`src/rtl/mcp4921_dac_spi_axis_pkg.sv`:
```
// Shared types and frame layout for the MCP4921 SPI DAC bridge.
// Frame = {A/B, BUF, GA_N, SHDN_N, code[11:0]}, sent MSB first.
package dac_spi_pkg;

  typedef enum logic [2:0] {
    S_IDLE,
    S_SETUP,
    S_SHIFT,
    S_HOLD,
    S_LATCH
  } state_t;

  localparam int FRAME_BITS = 16;
  localparam int CODE_BITS  = 12;

  localparam int BIT_AB   = 15;
  localparam int BIT_BUF  = 14;
  localparam int BIT_GA   = 13;
  localparam int BIT_SHDN = 12;

  function automatic logic [CODE_BITS-1:0] to_code(
    input logic [15:0] d,
    input logic        signed_in
  );
    logic [CODE_BITS-1:0] c;
    if (signed_in) c = {~d[15], d[14:4]};
    else           c = d[11:0];
    return c;
  endfunction

  function automatic logic [FRAME_BITS-1:0] make_frame(
    input logic [CODE_BITS-1:0] code,
    input logic                 buf_bit,
    input logic                 ga_n
  );
    logic [FRAME_BITS-1:0] f;
    f                  = '0;
    f[CODE_BITS-1:0]   = code;
    f[BIT_SHDN]        = 1'b1;
    f[BIT_GA]          = ga_n;
    f[BIT_BUF]         = buf_bit;
    f[BIT_AB]          = 1'b0;
    return f;
  endfunction

endpackage

```
`src/rtl/mcp4921_dac_spi_axis_if.sv`:
```
// AXI-Stream sample channel into the DAC bridge.
// Carries one 16-bit sample per tvalid/tready handshake.
interface mcp4921_dac_spi_axis_if;
  import dac_spi_pkg::*;

  logic [FRAME_BITS-1:0] tdata;
  logic                  tvalid;
  logic                  tready;

  modport master (
    output tdata,
    output tvalid,
    input  tready
  );

  modport slave (
    input  tdata,
    input  tvalid,
    output tready
  );

endinterface

```
`src/rtl/mcp4921_dac_spi_axis_half_tick.sv`:
```
// Half-SPI-period timebase: one-cycle tick every HALF clocks.
// Counter holds at zero while disabled so a new frame starts aligned.
module spi_half_tick #(
  parameter int HALF = 25
) (
  input  logic clk,
  input  logic rst_n,
  input  logic en,
  output logic tick
);

  localparam int W = (HALF > 1) ? $clog2(HALF) : 1;
  localparam logic [W-1:0] LAST = W'(HALF - 1);

  logic [W-1:0] cnt;

  assign tick = en && (cnt == LAST);

  // count while enabled, wrap on tick, restart when disabled
  always_ff @(posedge clk or negedge rst_n) begin
    if (!rst_n)
      cnt <= '0;
    else if (!en || tick)
      cnt <= '0;
    else
      cnt <= cnt + W'(1);
  end

endmodule

```
`src/rtl/mcp4921_dac_spi_axis.sv`:
```
// AXI-Stream sample to MCP4921 SPI frame (mode 0,0) plus LDAC pulse.
// One frame per handshake; ready only while idle, no buffering.
module mcp4921_dac_spi_axis
  import dac_spi_pkg::*;
#(
  parameter int unsigned FCLK      = 50_000_000,
  parameter int unsigned FSCK      = 1_000_000,
  parameter bit          SIGNED_IN = 1'b1,
  parameter bit          BUF       = 1'b0,
  parameter bit          GA_N      = 1'b1
) (
  input  logic                         clk,
  input  logic                         rst_n,
  mcp4921_dac_spi_axis_if.slave        s_axis,
  output logic                         sck,
  output logic                         mosi,
  output logic                         cs,
  output logic                         ldac_n
);

  localparam int HALF = int'(FCLK / (2 * FSCK));

  if (HALF < 2) begin : g_bad_half
    $error("HALF = FCLK/(2*FSCK) must be >= 2");
  end

  state_t                state;
  logic [FRAME_BITS-1:0] shreg;
  logic [4:0]            bit_cnt;
  logic                  ready;
  logic                  tick;
  logic [FRAME_BITS-1:0] frame_in;

  assign frame_in =
    make_frame(to_code(s_axis.tdata, SIGNED_IN), BUF, GA_N);

  assign s_axis.tready = ready;
  assign mosi          = shreg[FRAME_BITS-1];

  spi_half_tick #(
    .HALF (HALF)
  ) u_tick (
    .clk   (clk),
    .rst_n (rst_n),
    .en    (state != S_IDLE),
    .tick  (tick)
  );

  // frame sequencer: all SPI/LDAC outputs are registered here
  always_ff @(posedge clk or negedge rst_n) begin
    if (!rst_n) begin
      state   <= S_IDLE;
      shreg   <= '0;
      bit_cnt <= '0;
      sck     <= 1'b0;
      cs      <= 1'b1;
      ldac_n  <= 1'b1;
      ready   <= 1'b0;
    end else begin
      unique case (state)
        S_IDLE: begin
          if (s_axis.tvalid && ready) begin
            shreg   <= frame_in;
            bit_cnt <= '0;
            cs      <= 1'b0;
            ready   <= 1'b0;
            state   <= S_SETUP;
          end else begin
            ready <= 1'b1;
          end
        end
        S_SETUP: begin
          if (tick) begin
            sck     <= 1'b1;
            bit_cnt <= bit_cnt + 5'd1;
            state   <= S_SHIFT;
          end
        end
        S_SHIFT: begin
          if (tick) begin
            if (sck) begin
              sck <= 1'b0;
              if (bit_cnt == 5'd16) begin
                cs    <= 1'b1;
                shreg <= '0;
                state <= S_HOLD;
              end else begin
                shreg <= shreg << 1;
              end
            end else begin
              sck     <= 1'b1;
              bit_cnt <= bit_cnt + 5'd1;
            end
          end
        end
        S_HOLD: begin
          if (tick) begin
            ldac_n <= 1'b0;
            state  <= S_LATCH;
          end
        end
        S_LATCH: begin
          if (tick) begin
            ldac_n <= 1'b1;
            ready  <= 1'b1;
            state  <= S_IDLE;
          end
        end
        default: state <= S_IDLE;
      endcase
    end
  end

endmodule

```
`src/flat_wrapper.sv`:
```
// flat-port wrapper written by rule: the top's interface ports become plain ports
module mcp4921_dac_spi_axis_flat import dac_spi_pkg::*;
#(
  parameter int unsigned FCLK      = 50_000_000,
  parameter int unsigned FSCK      = 1_000_000,
  parameter bit          SIGNED_IN = 1'b1,
  parameter bit          BUF       = 1'b0,
  parameter bit          GA_N      = 1'b1
)
  (clk, rst_n, sck, mosi, cs, ldac_n, s_axis_tdata, s_axis_tvalid, s_axis_tready);
  mcp4921_dac_spi_axis_if s_axis_i ();
  input  logic clk;
  input  logic rst_n;
  output logic sck;
  output logic mosi;
  output logic cs;
  output logic ldac_n;
  input wire logic [$bits(s_axis_i.tdata)-1:0] s_axis_tdata;
  input wire logic [$bits(s_axis_i.tvalid)-1:0] s_axis_tvalid;
  output wire logic [$bits(s_axis_i.tready)-1:0] s_axis_tready;
  assign s_axis_i.tdata = s_axis_tdata;
  assign s_axis_i.tvalid = s_axis_tvalid;
  assign s_axis_tready = s_axis_i.tready;
  mcp4921_dac_spi_axis #(.FCLK(FCLK), .FSCK(FSCK), .SIGNED_IN(SIGNED_IN), .BUF(BUF), .GA_N(GA_N)) u_core (.clk(clk), .rst_n(rst_n), .s_axis(s_axis_i), .sck(sck), .mosi(mosi), .cs(cs), .ldac_n(ldac_n));
endmodule
```
`config.mk`:
```
export PLATFORM = sky130hd
export DESIGN_NAME = mcp4921_dac_spi_axis_flat
export DESIGN_NICKNAME = d
export VERILOG_FILES = /design/src/rtl/mcp4921_dac_spi_axis_pkg.sv /design/src/rtl/mcp4921_dac_spi_axis_if.sv /design/src/rtl/mcp4921_dac_spi_axis_half_tick.sv /design/src/rtl/mcp4921_dac_spi_axis.sv /design/src/flat_wrapper.sv
export SDC_FILE = /design/constraint.sdc
export NUM_CORES = 1
export LEC_CHECK = 0
export ABC_AREA = 1
export CORE_ASPECT_RATIO = 0.7
export CORE_MARGIN = 2
export CORE_UTILIZATION = 43
export CTS_BUF_LIST = sky130_fd_sc_hd__clkbuf_4
export DETAILED_ROUTE_END_ITERATION = 6
export GPL_TIMING_DRIVEN = 0
export PLACE_DENSITY = 0.77
export SLEW_MARGIN = 20
export SYNTH_ARGS = -nofsm -noshare
export SYNTH_HDL_FRONTEND = slang
export SYNTH_SLANG_ARGS = --single-unit
```
`constraint.sdc`:
```
create_clock -name clk -period 1.3 [get_ports clk]
set_input_delay 0.26 -clock clk [delete_from_list [all_inputs] [get_ports clk]]
set_output_delay 0.26 -clock clk [all_outputs]
set_load 0.01 [all_outputs]
```
==> metrics.csv <==
stage;metric;value;unit
timing;fin_skew;0.00878;ns
timing;hold_violations;0;
yosys;syn_inst;246;
critical_path;path_max_fanout;5;
timing;clock.fmax;0.674;GHz
placement;dp_hpwl;2830;um
yosys;avgSynthCellArea;7.58;um2
cts;cts_inserted_buffers;5;
flow_run;drv_cap;0;
global_route;first_global_vias;1714;
cts;cts.root.buffer_cell;clkbuf_4;
route;via_count;1770;
floorplan;die_area;4890;um2
critical_path;worstRegToRegCells;9;
timing;drv_slew;0;
timing;timing.slew.headroom;80.2;%
critical_path;path_class;flip-flop to flip-flop;
yosys;synth_warnings;0;
yosys;synth.area.top_cells;dfrtp_1, nand2_1, nand3_1;
floorplan;core_area;4040;um2
yosys;synth.most_common_cell;nand2_1;
route;drtAntennaViolNets;0;
finish;diodes;0;
placement;preCtsSetupSlack;-0.371;ns
yosys;synth_edf_count;0;
critical_path;worstPathRequired;1.55;ns
cts;htree_levels;2;
finish;area_growth;40.8;%
critical_path;startpoint_type;flip-flop;
yosys;yosysTopAreaCellShare;41.6;%
global_route;grt_pass1_wl;7850;um
critical_path;rr_startpoint;u_core.state[2];
route;drtIter0Drc;81;
floorplan;pin_count;24;
power;power.density;2290;nW/um2
floorplan;rows;19;
cts;clk_path_buf_depth;2;
power;peakVddDrop;1610;uV
critical_path;worst-r2r-setup-slack;-0.18;ns
cts;cts_sinks;33;
yosys;synth_fp_nets;269;
min_path;hold_class;input port to asynchronous set/reset pin;
global_route;antenna_found_initial;0;
yosys;yosys.cell_types.count;27;
route;vias_per_cell;5.04;
cts;cts_tree;done;
route;wire_per_inst;13.5;um
timing;setup_violations;25;
cts;clk_pin_slew;0.11;ns
route;wl;4730;um
critical_path;end_kind;flip-flop;
timing;finalCritPeriodShare;114;%
route;drcViolationCount;0;
critical_path;r2r_end;u_core.shreg[9];
global_route;grt_overflow;0;
yosys;synth-async-reset-ratio;100;%
global_route;grt_start_max_net_pins;24;
floorplan;die_y;59.1;um
timing;setup_ws;-0.184;ns
yosys;synth_top_flop_cell;dfrtp_1;
power;finalPower;6.02;mW
placement;routabilityCongestion;0.814;
timing;period_minus_slack;1.48;ns
yosys;synth_common_cells;nand2_1, dfrtp_1, nand3_1;
finish;drive_above_1_share;37.1;%
timing;rsz0062_at_grt;true;
finish;final_net_count;321;
yosys;ys_seq_elements;33;
yosys;syn-cell-area;1870;um2
yosys;seq_area_frac_synth;44.4;%
power;cellLeakagePower;1.33;nW
status;status;finished, violations left;
timing;worst_pin_slew;0.297;ns
floorplan;dieWidth;82.7;um
route;dr.pass1.iters;5;
cts;clkLatencyLatePin;0.35;ns
floorplan;start_util;46.2;%
yosys;yosysTopAreaCell;dfrtp_1;
status;violations;negative setup slack;
placement;port_buffers;19;
global_route;grt_util_all_layers;21.3;%
critical_path;crit_start;u_core.state[2];
critical_path;arrival;1.74;ns
[per-stage QoR]
| stage | std cells | hold WS [ns] | cell area (um2) | util, % | TNS (ns) |
|---|---|---|---|---|---|
| after global routing | 351 | 0.343 | 2630 | 65.0 | -5.70 |
| after CTS | 347 | 0.327 | 2460 | 60.9 | -3.64 |
| after global placement | 317 | 0.456 | 2130 | 52.6 | -28.52 |
| after detailed placement | 318 | 0.162 | 2150 | 53.2 | -6.51 |
| final | 351 | 0.317 | 2630 | 65.0 | -3.89 |
| after floorplan | 246 | -0.0356 | 1870 | - | -1.79 |
[registers in the layout, indices dropped and copies added, names as in the netlist]
name / count
u_core.bit_cnt: 5
u_core.cs: 1
u_core.ldac_n: 1
u_core.s_axis.tready: 1
u_core.sck: 1
u_core.shreg: 16
u_core.state: 3
u_core.u_tick.cnt: 5
[cells in the final DEF, fill, tap and decap left out, types with 5 or more instances in the layout]
master           count
inv_2                5
dfrtp_1             31
nor2_4               5
inv_1               17
clkdlybuf4s50_1     13
nor2_1               9
buf_6                9
buf_4               18
nand2_4             11
nand3_1             25
nand2_1             67
buf_2                6
clkbuf_4             5
nor2_2               6
nand2_2             33
[critical path, stage by stage (launching register included)]
cell	delay (ns)
dfrtp_1	0.42
inv_2	0.08
buf_6	0.12
nand4_1	0.15
nand2_2	0.12
nor2_8	0.19
inv_6	0.07
buf_12	0.14
nand2_2	0.05
nand2_1	0.05
[logic make-up after synthesis]
group / count (synthesis) / synth area share (%)
buf+inv: 31 / 8.32
xor+xnor: 3 / 1.41
compound gates: 11 / 3.22
simple gates: 164 / 40.0
fa+ha+maj: 4 / 2.68
flops: 33 / 44.4
[what timing repair did]
item / in CTS / in global routing
hold endpoints to repair: 8 / 0
buffers inserted: 19 / 4
setup endpoints to repair: 30 / 27
gates cloned: 1 / 0
pin swaps: 14 / 11
hold buffers: 1 / 0
gates resized for setup: 44 / 43
[per-layer routing]
layer | GRT usage [%] | part of all wire, % | wire (um) | vias to the layer above
met1 | 32.5 | 46 | 2190 | 846
met4 | 7.73 | 2.1 | 99 | 0
met5 | 0 | 0 | 0 | -
met3 | 4.12 | 4.2 | 198 | 12
li1 | - | - | - | 877
met2 | 29.8 | 47 | 2250 | 35
[area by class of cell]
class / instances / area (um2)
inverter: 23 / 91.3
clock buffer: 5 / 37.5
clock inverter: 3 / 12.5
sequential: 33 / 828
timing repair buffer: 45 / 439
fill: 326 / 1420
tap: 52 / 65.1
buffer: 8 / 72.6
multi-input combinational: 182 / 1080
[worst max-delay path by stage]
stage	to	cells past startpoint	slack, ns
after floorplan	u_core.shreg[10]	12	-0.13
after global placement	u_core.shreg[11]	1	-0.71
after detailed placement	u_core.bit_cnt[0]	9	-0.37
after CTS	u_core.shreg[5]	12	-0.17
after global routing	u_core.shreg[6]	9	-0.26
final	u_core.shreg[9]	9	-0.18
[power by group]
group / internal [mW] / switching, mW
Clock: 0.195 / 0.374
Sequential: 1.42 / 0.289
Combinational: 1.65 / 2.09
(Power assumes the default switching activity.)
